--- config.mk ---
export PLATFORM = sky130hd
export DESIGN_NAME = acc_seq
export DESIGN_NICKNAME = d
export VERILOG_FILES = /design/src/rtl/acc_seq_pkg.sv /design/src/rtl/acc_seq_cnt.sv /design/src/rtl/acc_seq.sv
export SDC_FILE = /design/constraint.sdc
export NUM_CORES = 1
export LEC_CHECK = 0
export CELL_PAD_IN_SITES_DETAIL_PLACEMENT = 1
export CELL_PAD_IN_SITES_GLOBAL_PLACEMENT = 1
export CORE_UTILIZATION = 37
export DETAILED_ROUTE_END_ITERATION = 8
export HOLD_SLACK_MARGIN = 0.1
export PLACE_DENSITY_LB_ADDON = 0.1
export SETUP_SLACK_MARGIN = 0.2
export SYNTH_ARGS = -nofsm -noshare
export SYNTH_HDL_FRONTEND = slang
export SYNTH_HIERARCHICAL = 1
export SYNTH_SLANG_ARGS = --single-unit
--- constraint.sdc ---
create_clock -name clk -period 6.45 [get_ports clk]
set_input_delay 0.9675 -clock clk [delete_from_list [all_inputs] [get_ports clk]]
set_output_delay 0.9675 -clock clk [all_outputs]
set_load 0.01 [all_outputs]
--- src/rtl/acc_seq_pkg.sv ---
// Shared types for the accumulator sequencer: FSM state encoding and default field width.
package acc_seq_pkg;

    localparam int LEN_W_DEF = 16;

    typedef enum logic [1:0] {
        IDLE  = 2'd0,
        ACCUM = 2'd1,
        DRAIN = 2'd2,
        OUT   = 2'd3
    } state_t;

endpackage

--- src/rtl/acc_seq_cnt.sv ---
// Clearable up-counter; an increment with wrap asserted returns it to zero instead of counting on.
module acc_seq_cnt
    import acc_seq_pkg::*;
#(
    parameter int W = LEN_W_DEF
) (
    input  logic         clk,
    input  logic         rst,
    input  logic         clr,
    input  logic         inc,
    input  logic         wrap,
    output logic [W-1:0] cnt
);

    logic [W-1:0] cnt_q;
    logic [W-1:0] cnt_d;

    always_comb begin
        cnt_d = cnt_q;
        if (clr) begin
            cnt_d = '0;
        end else if (inc) begin
            cnt_d = wrap ? '0 : cnt_q + W'(1);
        end
    end

    always_ff @(posedge clk) begin
        if (rst) begin
            cnt_q <= '0;
        end else begin
            cnt_q <= cnt_d;
        end
    end

    assign cnt = cnt_q;

endmodule

--- src/rtl/acc_seq.sv ---
// Sequencer for an external registered accumulator: streams cfg_num reductions of cfg_len beats
// each and hands every finished sum downstream over valid/ready.
//
//   state | meaning
//   IDLE  | waiting for start; config is sampled here
//   ACCUM | taking operand beats and feeding the accumulator
//   DRAIN | one cycle for the accumulator register to absorb the last beat
//   OUT   | holding the captured sum until downstream accepts it
module acc_seq
    import acc_seq_pkg::*;
#(
    parameter int D_W     = 32,
    parameter int D_W_ACC = 32,
    parameter int LEN_W   = LEN_W_DEF
) (
    input  logic               clk,
    input  logic               rst,
    input  logic               start,
    input  logic [LEN_W-1:0]   cfg_len,
    input  logic [LEN_W-1:0]   cfg_num,
    output logic               busy,
    output logic               done,
    output logic               cfg_err,
    input  logic               in_valid,
    input  logic [D_W-1:0]     in_data,
    output logic               in_ready,
    output logic               acc_enable,
    output logic               acc_initialize,
    output logic [D_W-1:0]     acc_in_data,
    input  logic [D_W_ACC-1:0] acc_result,
    output logic               out_valid,
    output logic [D_W_ACC-1:0] out_data,
    input  logic               out_ready
);

    state_t             state_q, state_d;
    logic [LEN_W-1:0]   len_m1_q, len_m1_d;
    logic [LEN_W-1:0]   num_m1_q, num_m1_d;
    logic               busy_q, busy_d;
    logic               done_q, done_d;
    logic               cfg_err_q, cfg_err_d;
    logic               out_valid_q, out_valid_d;
    logic [D_W_ACC-1:0] out_data_q, out_data_d;

    logic             fire;
    logic             cnt_clr;
    logic             beat_inc;
    logic             red_inc;
    logic             beat_last;
    logic             red_last;
    logic [LEN_W-1:0] beat_cnt;
    logic [LEN_W-1:0] red_cnt;

    assign in_ready       = (state_q == ACCUM);
    assign fire           = in_valid & in_ready;
    assign acc_enable     = fire;
    assign acc_initialize = fire & (beat_cnt == '0);
    assign acc_in_data    = in_data;

    // Lengths are stored minus one so a full-width cfg_len still fits the counter.
    assign beat_last = (beat_cnt == len_m1_q);
    assign red_last  = (red_cnt == num_m1_q);

    acc_seq_cnt #(.W(LEN_W)) u_beat_cnt (
        .clk  (clk),
        .rst  (rst),
        .clr  (cnt_clr),
        .inc  (beat_inc),
        .wrap (beat_last),
        .cnt  (beat_cnt)
    );

    acc_seq_cnt #(.W(LEN_W)) u_red_cnt (
        .clk  (clk),
        .rst  (rst),
        .clr  (cnt_clr),
        .inc  (red_inc),
        .wrap (red_last),
        .cnt  (red_cnt)
    );

    always_comb begin
        state_d     = state_q;
        len_m1_d    = len_m1_q;
        num_m1_d    = num_m1_q;
        done_d      = 1'b0;
        cfg_err_d   = 1'b0;
        out_valid_d = out_valid_q;
        out_data_d  = out_data_q;
        cnt_clr     = 1'b0;
        beat_inc    = 1'b0;
        red_inc     = 1'b0;

        unique case (state_q)
            IDLE: begin
                if (start) begin
                    if ((cfg_len != '0) && (cfg_num != '0)) begin
                        len_m1_d = cfg_len - LEN_W'(1);
                        num_m1_d = cfg_num - LEN_W'(1);
                        cnt_clr  = 1'b1;
                        state_d  = ACCUM;
                    end else begin
                        cfg_err_d = 1'b1;
                    end
                end
            end
            ACCUM: begin
                if (fire) begin
                    beat_inc = 1'b1;
                    if (beat_last) begin
                        state_d = DRAIN;
                    end
                end
            end
            DRAIN: begin
                out_data_d  = acc_result;
                out_valid_d = 1'b1;
                state_d     = OUT;
            end
            OUT: begin
                if (out_valid_q && out_ready) begin
                    out_valid_d = 1'b0;
                    red_inc     = 1'b1;
                    if (red_last) begin
                        done_d  = 1'b1;
                        state_d = IDLE;
                    end else begin
                        state_d = ACCUM;
                    end
                end
            end
            default: state_d = IDLE;
        endcase

        busy_d = (state_d != IDLE);
    end

    always_ff @(posedge clk) begin
        if (rst) begin
            state_q     <= IDLE;
            len_m1_q    <= '0;
            num_m1_q    <= '0;
            busy_q      <= 1'b0;
            done_q      <= 1'b0;
            cfg_err_q   <= 1'b0;
            out_valid_q <= 1'b0;
            out_data_q  <= '0;
        end else begin
            state_q     <= state_d;
            len_m1_q    <= len_m1_d;
            num_m1_q    <= num_m1_d;
            busy_q      <= busy_d;
            done_q      <= done_d;
            cfg_err_q   <= cfg_err_d;
            out_valid_q <= out_valid_d;
            out_data_q  <= out_data_d;
        end
    end

    assign busy      = busy_q;
    assign done      = done_q;
    assign cfg_err   = cfg_err_q;
    assign out_valid = out_valid_q;
    assign out_data  = out_data_q;

endmodule

==> key figures, run 1 <==
Clock tree
  – Worst-path clk slew: roughly 0.07 ns
  – TritonCTS buffer count: 9
  – CTS root buffer: clkbuf_16
  – Clk buf depth: 2
  – Post-CTS Hold Buffers: 0
  – PostCTS Resize Cnt: 0
  – Clock sinks: between 100 and 150
  – Total setup buffers inserted after CTS: 0
  – # H-tree levels: 3
  – Clock latency on the worst-skew pair: approximately 0.36 ns
  – CTS tree: yes

Global route
  – Global routing met3 resource utilization: 0.08643
  – GRT busiest layer: met2
  – Grt met1 use: 0.2535
  – Vias in the first global route: approximately 4800
  – Tot GR Track Use: 0.2117
  – Initial antenna violation count: 0
  – Grt ovf: 0
  – Met2 Resource Use GR: 0.3430
  – Largest net degree at the start of global routing: 79
  – First-pass GRT wire length: 24.47 mm

Synth
  – #FFs+latches synth: between 100 and 150
  – Number of synthesized flops with an enable pin: 0
  – Synth warnings: 6
  – Syn_nets: about 730
  – Mean Syn Cell Area: between 8 and 9 um^2
  – Async SR Flop Fraction: 0
  – Netlist Area Pre-Place: approximately 5300 um^2
  – Synth Flop Type: dfxtp_1
  – Post-Syn Instances: 620
  – Unique masters post-synth: 45
  – Fraction of the yosys area taken by sequential cells: 0.3818

Job
  – Max cap viols: 0

STA
  – Fin crit period: 4.052 ns
  – Worst-Margin Slew: around 1.3 ns
  – Peak Freq: around 0.25 GHz
  – Rel. slew slack: 0.1429
  – Slew Limit Fails: 0
  – RSZ-0062 raised after global routing: false
  – Final setup viols: 0
  – Final Hold Fails: 0
  – Period utilization: 0.6282
  – WHS: 0.4589 ns
  – Setup_tns: 0 ns
  – Clk_skew: roughly 0.0085 ns

Floorplanning
  – Core Rows: 43
  – Starting density of the core: 0.3824
  – Core Area: approximately 14000 um^2
  – Die height: ~120 um
  – Die Width: around 120 um
  – Ports: about 170
  – Die ar.: roughly 15000 um^2

Routing
  – WL per Instance: approximately 17 um
  – Drt total wl: roughly 15 mm
  – Via count: roughly 4600
  – Drt pass-1 iters: 4
  – Initial DRC Count: between 150 and 200
  – Mean number of vias per cell: about 5.3
  – Antenna Nets Post-Route: 0
  – DR DRC count: 0

Final layout
  – Multi-input gate area: around 2900 um^2
  – Fillers: approximately 1700
  – Final #Nets: a little under 800
  – Commonest non-fill, non-tap cell in the layout: clkdlybuf4s50_1
  – Layout cells sized above 1: 0.08563
  – Most frequent cells in the layout: clkdlybuf4s50_1 (106), dfxtp_1 (102), nand2_1 (90)
  – FF/Latch Area: 2042 um^2
  – Area grow syn2layout: 23.70%
  – Antenna cells: 0

Hold path
  – Hold Crit Class: flop to flop

Power
  – VDD IR max: roughly 0.00014 V
  – PwrDens: about 220 nW/um^2
  – Pleak: between 2 and 2.5 nW

Place
  – Port Buffers: 107
  – Hpwl dp: 11.02 mm
  – GPL Wtd Cong: between 0.8 and 0.9

Worst setup path
  – Worst setup SP type: input port
  – Crit Path Class: input port to flop
  – WP data required: around 6.7 ns
  – Worst path arrival time: ~4.3 ns
  – CP Capture Type: flop
  – Crit path max fanout: 36

Run status
  – Status: completed
==> area by class of cell <==
| type | count | area share |
|---|---|---|
| clock buffers | 11 | 0.03517 |
| clock inverters | 5 | 0.01267 |
| inverters | 11 | 0.006241 |
| multi-input cells | 448 | 0.4361 |
| flip-flops and latches | 102 | 0.3086 |
| well taps | 180 | 0.03404 |
| repair buffers | 112 | 0.1672 |
==> through the flow <==
step	total power, W	worst slack [ns]	area (um^2)	instances	utilization
after floorplan	0.0008038	3.486	5349	620	-
after global placement	0.0008566	2.277	6300	853	0.4504
after detailed placement	0.0008646	2.086	6300	853	0.4504
after CTS	0.001464	2.461	6616	869	0.4730
after global routing	0.001502	2.178	6616	869	0.4730
final	0.001441	2.398	6616	869	0.4730
==> where the power goes <==
| group | leakage [nW] | internal (W) | switching [W] |
|---|---|---|---|
| Combinational | 1.17 | 0.0000901 | 0.0000922 |
| Clock | 0.146 | 0.000341 | 0.000250 |
| Sequential | 0.830 | 0.000650 | 0.0000168 |
==> layer usage <==
layer,wire (um),vias to the layer above
li1,-,2287
met5,0,-
met3,1066,26
met4,248,0
met1,6682,2219
met2,7133,106
==> flip-flops by register name, summed over array words and instances (netlist names), 2 cells and up <==
name and flops:
state_q 2, out_data 32, u_red_cnt/cnt 16, num_m1_q 16, len_m1_q 16, u_beat_cnt/cnt 16
==> critical path, stage by stage <==
cell and delay, ns:
clkdlybuf4s50_1 0.46, nor4_1 0.63, nand4b_1 0.27, and3b_2 0.55
a211oi_1 1.14, nand2b_1 0.13, mux2i_1 0.18
==> cell usage after synthesis (all sizes together), types with 3 or more instances <==
| library cell | number | area, um^2 |
|---|---|---|
| mux2i | 14 | 140.1 |
| a211oi | 30 | 350.3 |
| nor4 | 26 | 162.7 |
| a311oi | 4 | 60.06 |
| nand2 | 90 | 337.8 |
| nor2 | 55 | 206.5 |
| o31ai | 9 | 67.56 |
| o21ai | 3 | 15.01 |
| clkbuf | 18 | 68.81 |
| dfxtp | 102 | 2042 |
| xor2 | 25 | 219.0 |
| o21a | 3 | 22.52 |
| xnor2 | 36 | 315.3 |
| a21oi | 43 | 215.2 |
| inv | 11 | 41.29 |
| or4 | 11 | 90.08 |
| nor4b | 3 | 26.28 |
| nor2b | 4 | 25.02 |
| nand4 | 17 | 118.9 |
| nor3 | 20 | 100.1 |
| nand2b | 11 | 68.82 |
| or3 | 3 | 18.77 |
| buf | 41 | 315.3 |
| ha | 6 | 75.07 |
| nand3 | 15 | 85.08 |
==> logic make-up (layout without fill, tap and decap cells) <==
logic type               after synthesis  count (layout)  share of synthesized area
buffers and inverters                 70             139                    0.07953
AO/OA/AOI/OAI                        102             102                     0.1516
adder cells (fa/ha/maj)                6               6                    0.01403
multiplexers                          14              14                    0.02620
XOR/XNOR                              61              61                    0.09988
AND/OR/NAND/NOR                      265             265                     0.2470
flip-flops                           102             102                     0.3818
==> path summary, 6_finish.rpt <==
check	start	to	slack, ns	cells past startpoint
worst max-delay path	cfg_num[8]	u_beat_cnt/cnt[15]	2.40	7
worst max register to register	state_q[1]	u_beat_cnt/cnt[15]	3.70	6
worst min register to register	out_data[20]	out_data[20]	0.46	2
worst min-delay path	out_data[20]	out_data[20]	0.46	2
(Power assumes the default switching activity.)
==> run 2, diff against run 1 <==
--- a/config.mk
+++ b/config.mk
@@ -7,7 +7,7 @@
 export LEC_CHECK = 0
 export CELL_PAD_IN_SITES_DETAIL_PLACEMENT = 1
 export CELL_PAD_IN_SITES_GLOBAL_PLACEMENT = 1
-export CORE_UTILIZATION = 37
+export CORE_UTILIZATION = 34
 export DETAILED_ROUTE_END_ITERATION = 8
 export HOLD_SLACK_MARGIN = 0.1
 export PLACE_DENSITY_LB_ADDON = 0.1
==> constraint.sdc (replaced) <==
create_clock -name clk -period 4.15 [get_ports clk]
set_input_delay 0.6225 -clock clk [delete_from_list [all_inputs] [get_ports clk]]
set_output_delay 0.6225 -clock clk [all_outputs]
set_load 0.01 [all_outputs]
==> run 2 against run 1 <==
  * Sequential share of layout area fell by 0.19 points
  * Final cell count rose by 4.0%
  * Total power rose by 49%
  * Cell area rose by 0.62%
  * Clock skew barely moved
  * Non-clock buffer count rose by 4
  * First-iteration DRC count rose by 35%
  * Count of clock-buffer cells in the layout rose by 3
  * Clock power rose by 40%
  * Routed wire length fell by 1.6%
  * Critical path type unchanged
  * Largest cell class unchanged
==> key figures, run 2 (synthesized netlist as in run 1, its figures left out) <==
Clock tree
  – Clock sinks: slightly above 100
  – CTS tree: yes
  – Clk buf depth: 2
  – Clock latency on the worst-skew pair: between 0.3 and 0.4 ns
  – Total setup buffers inserted after CTS: 0
  – # H-tree levels: 3
  – Post-CTS Hold Buffers: 0
  – TritonCTS buffer count: 9
  – Worst-path clk slew: ~0.070 ns
  – PostCTS Resize Cnt: 0
  – CTS root buffer: clkbuf_16

Worst setup path
  – Largest stage delay, worst path: 0.77 ns
  – Worst path cell trace: clkdlybuf4s50_1 -> inv_1 -> ha_1 -> nor4b_1 -> nand4b_1 -> and3b_2 -> buf_4 -> nor2_1 -> a311oi_2
  – Critical-path top delay cell: and3b_2
  – CP Capture Type: flop
  – Worst setup SP type: input port
  – Crit path max fanout: 41
  – Buf/Inv on CP: 3
  – R2R Setup Slk: approximately 1.7 ns
  – Crit Path Class: input port to flop
  – Worst path arrival time: between 3 and 4 ns
  – WP data required: between 4 and 5 ns
  – Critical path's top delay family: buffers and inverters

Power
  – Switching power: between 0.0005 and 0.0006 W
  – VDD IR max: between 0.00015 and 0.0002 V
  – PwrDens: about 320 nW/um^2
  – Combinational group share of total power: 0.132
  – Pleak: 2.152 nW
  – Final Total Pwr: around 0.0021 W
  – Sw Share: 0.2509
  – Cell Int Power: about 0.0016 W
  – Seq pwr share: 0.482
  – Clock network fraction of design power: 0.386

Floorplanning
  – Die Width: 127.4 um
  – Core Area: between 15000 and 20000 um^2
  – Die ar.: ~16000 um^2
  – Core Rows: 45
  – Die height: 127.4 um
  – Ports: 172
  – Starting density of the core: 0.3506

STA
  – Final setup viols: 0
  – Worst-Margin Slew: around 1.0 ns
  – RSZ-0062 raised after global routing: false
  – Period utilization: 0.7488
  – Slew Limit Fails: 0
  – Final Hold Fails: 0
  – Setup_tns: 0 ns
  – Rel. slew slack: 0.3283
  – Peak Freq: approximately 0.32 GHz
  – Fin crit period: about 3.1 ns
  – Clk_skew: 0.008570 ns

Global route
  – Tot GR Track Use: 0.1888
  – Grt ovf: 0
  – First-pass GRT wire length: around 24 mm
  – Largest net degree at the start of global routing: just under 80
  – Initial antenna violation count: 1
  – Vias in the first global route: roughly 4700

Hold path
  – Hold Crit Class: flop to flop

Routing
  – Drt pass-1 iters: 4
  – Initial DRC Count: between 200 and 250
  – Via count: between 4000 and 5000
  – Antenna Nets Post-Route: 0
  – WL per Instance: around 16 um
  – Mean number of vias per cell: around 5.2
  – Drt total wl: around 15 mm
  – DR DRC count: 0

Final layout
  – Commonest non-fill, non-tap cell in the layout: clkdlybuf4s50_1
  – Final #Nets: between 700 and 800
  – Max FFs per register: 32
  – Antenna cells: 0
  – Layout cells sized above 1: 0.09091
  – Area grow syn2layout: 24.47%
  – Most frequent cells in the layout: clkdlybuf4s50_1 (106), dfxtp_1 (102), nand2_1 (90)

Run status
  – Status: completed

Place
  – Port Buffers: about 110
  – GPL Wtd Cong: roughly 0.79
  – Hpwl dp: 10.92 mm

Job
  – Max cap viols: 0
-- run 2: cell count changes in the layout (fill, tap and decap cells not counted) --
cell / delta
buf_4: +4
bufinv_16: -2
clkbuf_8: +3
clkinv_4: -1
-- run 2: path summary, 6_finish.rpt --
check / from / to / cells after the start
max: cfg_len[0] / len_m1_q[6] / 9
min: out_data[26] / out_data[26] / 2
max reg2reg: state_q[1] / len_m1_q[6] / 6
min reg2reg: out_data[26] / out_data[26] / 2
-- run 2: layer usage --
metal  global-route usage  vias to the layer above  share of wire
met5                    0                        -        0.00087
met4              0.04622                        2          0.013
met3              0.08375                       19          0.082
met2               0.3063                      104           0.46
met1               0.2277                     2237           0.45
li1                     -                     2294              -
-- run 2: final cells by class --
type                    instances  area, um^2
clock inverters                 2       15.01
well taps                     211       264.0
clock buffers                  14       274.0
repair buffers                116        1136
flip-flops and latches        102        2042
inverters                      11       41.29
fillers                      1792        8601
multi-input cells             448        2885
-- run 2: worst reg2reg max path: cells and delay by family (launching register included) --
| family | cells | cell delay (ns) |
|---|---|---|
| AO/OA/AOI/OAI | 1 | 0.23 |
| buffers and inverters | 2 | 0.68 |
| flip-flops | 1 | 0.37 |
| AND/OR/NAND/NOR | 3 | 1.07 |
-- run 2: power by group through the flow --
stage	Clock (W)	Sequential (W)	Combinational [W]
floorplan	0	0.00105	0.000197
global placement	0	0.00106	0.000275
detailed placement	0	0.00106	0.000284
CTS	0.000859	0.00104	0.000286
global route	0.000904	0.00104	0.000308
finish	0.000830	0.00104	0.000283
-- run 2: stage by stage --
step                area, um^2  hold slack [ns]  setup WS (ns)    util  instances
floorplan                 5349           0.4542          1.531       -        620
global placement          6369           0.4411         0.8131  0.4174        888
detailed placement        6369           0.4504         0.6904  0.4174        888
CTS                       6658           0.4608          1.050  0.4363        904
global route              6658           0.4782         0.8495  0.4363        904
finish                    6658           0.4579          1.043  0.4363        904
==> run 3, diff against run 2 <==
--- a/config.mk
+++ b/config.mk
@@ -7,7 +7,7 @@
 export LEC_CHECK = 0
 export CELL_PAD_IN_SITES_DETAIL_PLACEMENT = 1
 export CELL_PAD_IN_SITES_GLOBAL_PLACEMENT = 1
-export CORE_UTILIZATION = 34
+export CORE_UTILIZATION = 31
 export DETAILED_ROUTE_END_ITERATION = 8
 export HOLD_SLACK_MARGIN = 0.1
 export PLACE_DENSITY_LB_ADDON = 0.1
==> constraint.sdc (replaced) <==
create_clock -name clk -period 2.75 [get_ports clk]
set_input_delay 0.4125 -clock clk [delete_from_list [all_inputs] [get_ports clk]]
set_output_delay 0.4125 -clock clk [all_outputs]
set_load 0.01 [all_outputs]
==> run 3 against run 2 <==
  * Worst setup slack lost 0.73 ns
  * Count of clock-buffer cells in the layout shrank 3
  * Die area grew 9.5%
  * Worst hold slack lost 0.0018 ns
==> key figures, run 3 (synthesized netlist as in run 1, its figures left out) <==
Worst setup path
  – Crit Path Class: flop to output pin
  – Worst setup SP type: flop
  – Crit path max fanout: 6
  – Reg-to-reg endpoint: u_red_cnt/cnt[8]
  – WP data required: around 2.3 ns
  – Critical-path top delay cell: clkdlybuf4s50_1
  – R2R Path Start: state_q[1]
  – Worst path arrival time: between 2 and 2.5 ns
  – Buf/Inv on CP: 1
  – Largest stage delay, worst path: around 0.57 ns
  – R2R Setup Slk: approximately 0.59 ns
  – Crit path launch: state_q[0]
  – CP Capture Type: output pin
  – Cells on worst reg2reg path: 5
  – Critical path's top delay family: simple AND/OR/NAND/NOR gates
  – Worst path cell trace: nor2b_4 -> and2_1 -> nand3_1 -> nor2_1 -> clkdlybuf4s50_1

STA
  – Slew Limit Fails: 0
  – Setup WS post-layout: 0.3117 ns
  – Setup_tns: 0 ns
  – Peak Freq: slightly above 0.4 GHz
  – Final Hold Fails: 0
  – Worst-Margin Slew: around 0.66 ns
  – Period utilization: 0.8867
  – Final setup viols: 0
  – RSZ-0062 raised after global routing: false
  – Rel. slew slack: 0.5633
  – Clk_skew: 0.009656 ns
  – WHS: 0.4561 ns
  – Fin crit period: about 2.4 ns

Routing
  – Via count: ~4700
  – WL per Instance: between 15 and 20 um
  – Drt total wl: between 15 and 20 mm
  – DR DRC count: 0
  – Mean number of vias per cell: 4.994
  – Drt pass-1 iters: 4
  – Antenna Nets Post-Route: 0
  – Initial DRC Count: around 210

Floorplanning
  – Core Rows: 47
  – Starting density of the core: 0.3203
  – Core Area: around 17000 um^2
  – Die height: 133.4 um
  – Die Width: 133.4 um
  – Die ar.: approximately 18000 um^2
  – Ports: 172

Global route
  – Initial antenna violation count: 0
  – Grt ovf: 0
  – Vias in the first global route: 4825
  – Largest net degree at the start of global routing: 57
  – Tot GR Track Use: 0.1748
  – First-pass GRT wire length: about 25 mm

Place
  – Dpl ws: around 0.010 ns
  – Hpwl dp: 11.24 mm
  – Port Buffers: 107
  – GPL Wtd Cong: approximately 0.78

Hold path
  – Hold Crit Class: flop to flop
  – Worst Hold End: out_data[24]
  – Hold path cells: 2
  – Hold Startpoint: out_data[24]

Clock tree
  – CTS tree: yes
  – Clock sinks: ~100
  – # H-tree levels: 3
  – TritonCTS buffer count: 9
  – Total setup buffers inserted after CTS: 0
  – Post-CTS Hold Buffers: 0
  – Worst-path clk slew: 0.07 ns
  – Clock latency on the worst-skew pair: 0.35 ns
  – CTS root buffer: clkbuf_16
  – Clk buf depth: 2

Power
  – VDD IR max: 0.0003504 V
  – Pleak: about 2.3 nW
  – PwrDens: just under 500 nW/um^2
  – Final Total Pwr: 0.003330 W

Job
  – Max cap viols: 0

Final layout
  – Area grow syn2layout: 28.02%
  – Antenna cells: 0
  – Layout cells sized above 1: 0.1208
  – Most frequent cells in the layout: clkdlybuf4s50_1 (106), dfxtp_1 (102), nand2_1 (90)
  – Max FFs per register: 32
  – Commonest non-fill, non-tap cell in the layout: clkdlybuf4s50_1
  – Fin util: 0.4100
  – Final #Nets: 816

Run status
  – Status: completed
[run 3: cell type report]
cell class	count	area, um^2
sequential	102	2042
multi-input combinational	448	2899
tap	220	275.3
timing repair buffer	137	1294
inverter	11	41.29
clock inverter	3	43.79
clock buffer	11	252.7
fill	1971	9853
[run 3: routing by layer]
| metal | vias to the layer above | part of all wire | track usage |
|---|---|---|---|
| met5 | - | 0 | 0 |
| met4 | 0 | 0.014 | 0.05303 |
| met3 | 30 | 0.074 | 0.06773 |
| met2 | 98 | 0.44 | 0.2717 |
| met1 | 2195 | 0.47 | 0.2224 |
| li1 | 2331 | - | - |
[run 3: worst max path at each step]
stage	to	slack, ns	depth (start not counted)
after floorplan	u_red_cnt/cnt[11]	0.34	10
after CTS	acc_initialize	0.23	5
after global routing	acc_initialize	0.20	5
after detailed placement	u_beat_cnt/cnt[11]	0.01	10
after global placement	u_beat_cnt/cnt[14]	0.05	10
final	acc_initialize	0.31	5
[run 3: repair_timing]
action                     CTS  global route
gates resized for setup      1             2
setup endpoints to repair    1             5
pin swaps                    0             0
[run 3: tightest hold or removal path: cells and delay by family (launching register included)]
kind / cells / cell delay, ns
AND/OR/NAND/NOR: 1 / 0.05
AO/OA/AOI/OAI: 1 / 0.05
flip-flops: 1 / 0.31
[run 3: report_power, final]
part           leakage, nW  total, W  switching (W)  internal [W]
combinational         1.29  0.000449       0.000217      0.000232
clock                0.148   0.00132       0.000571      0.000748
sequential           0.830   0.00156      0.0000374       0.00153
total                 2.27   0.00333       0.000825       0.00251
[run 3: per-stage QoR]
stage,std cells,area [um^2]
after floorplan,620,5349
after global placement,918,6538
after detailed placement,918,6538
after CTS,932,6837
after global routing,932,6848
final,932,6848
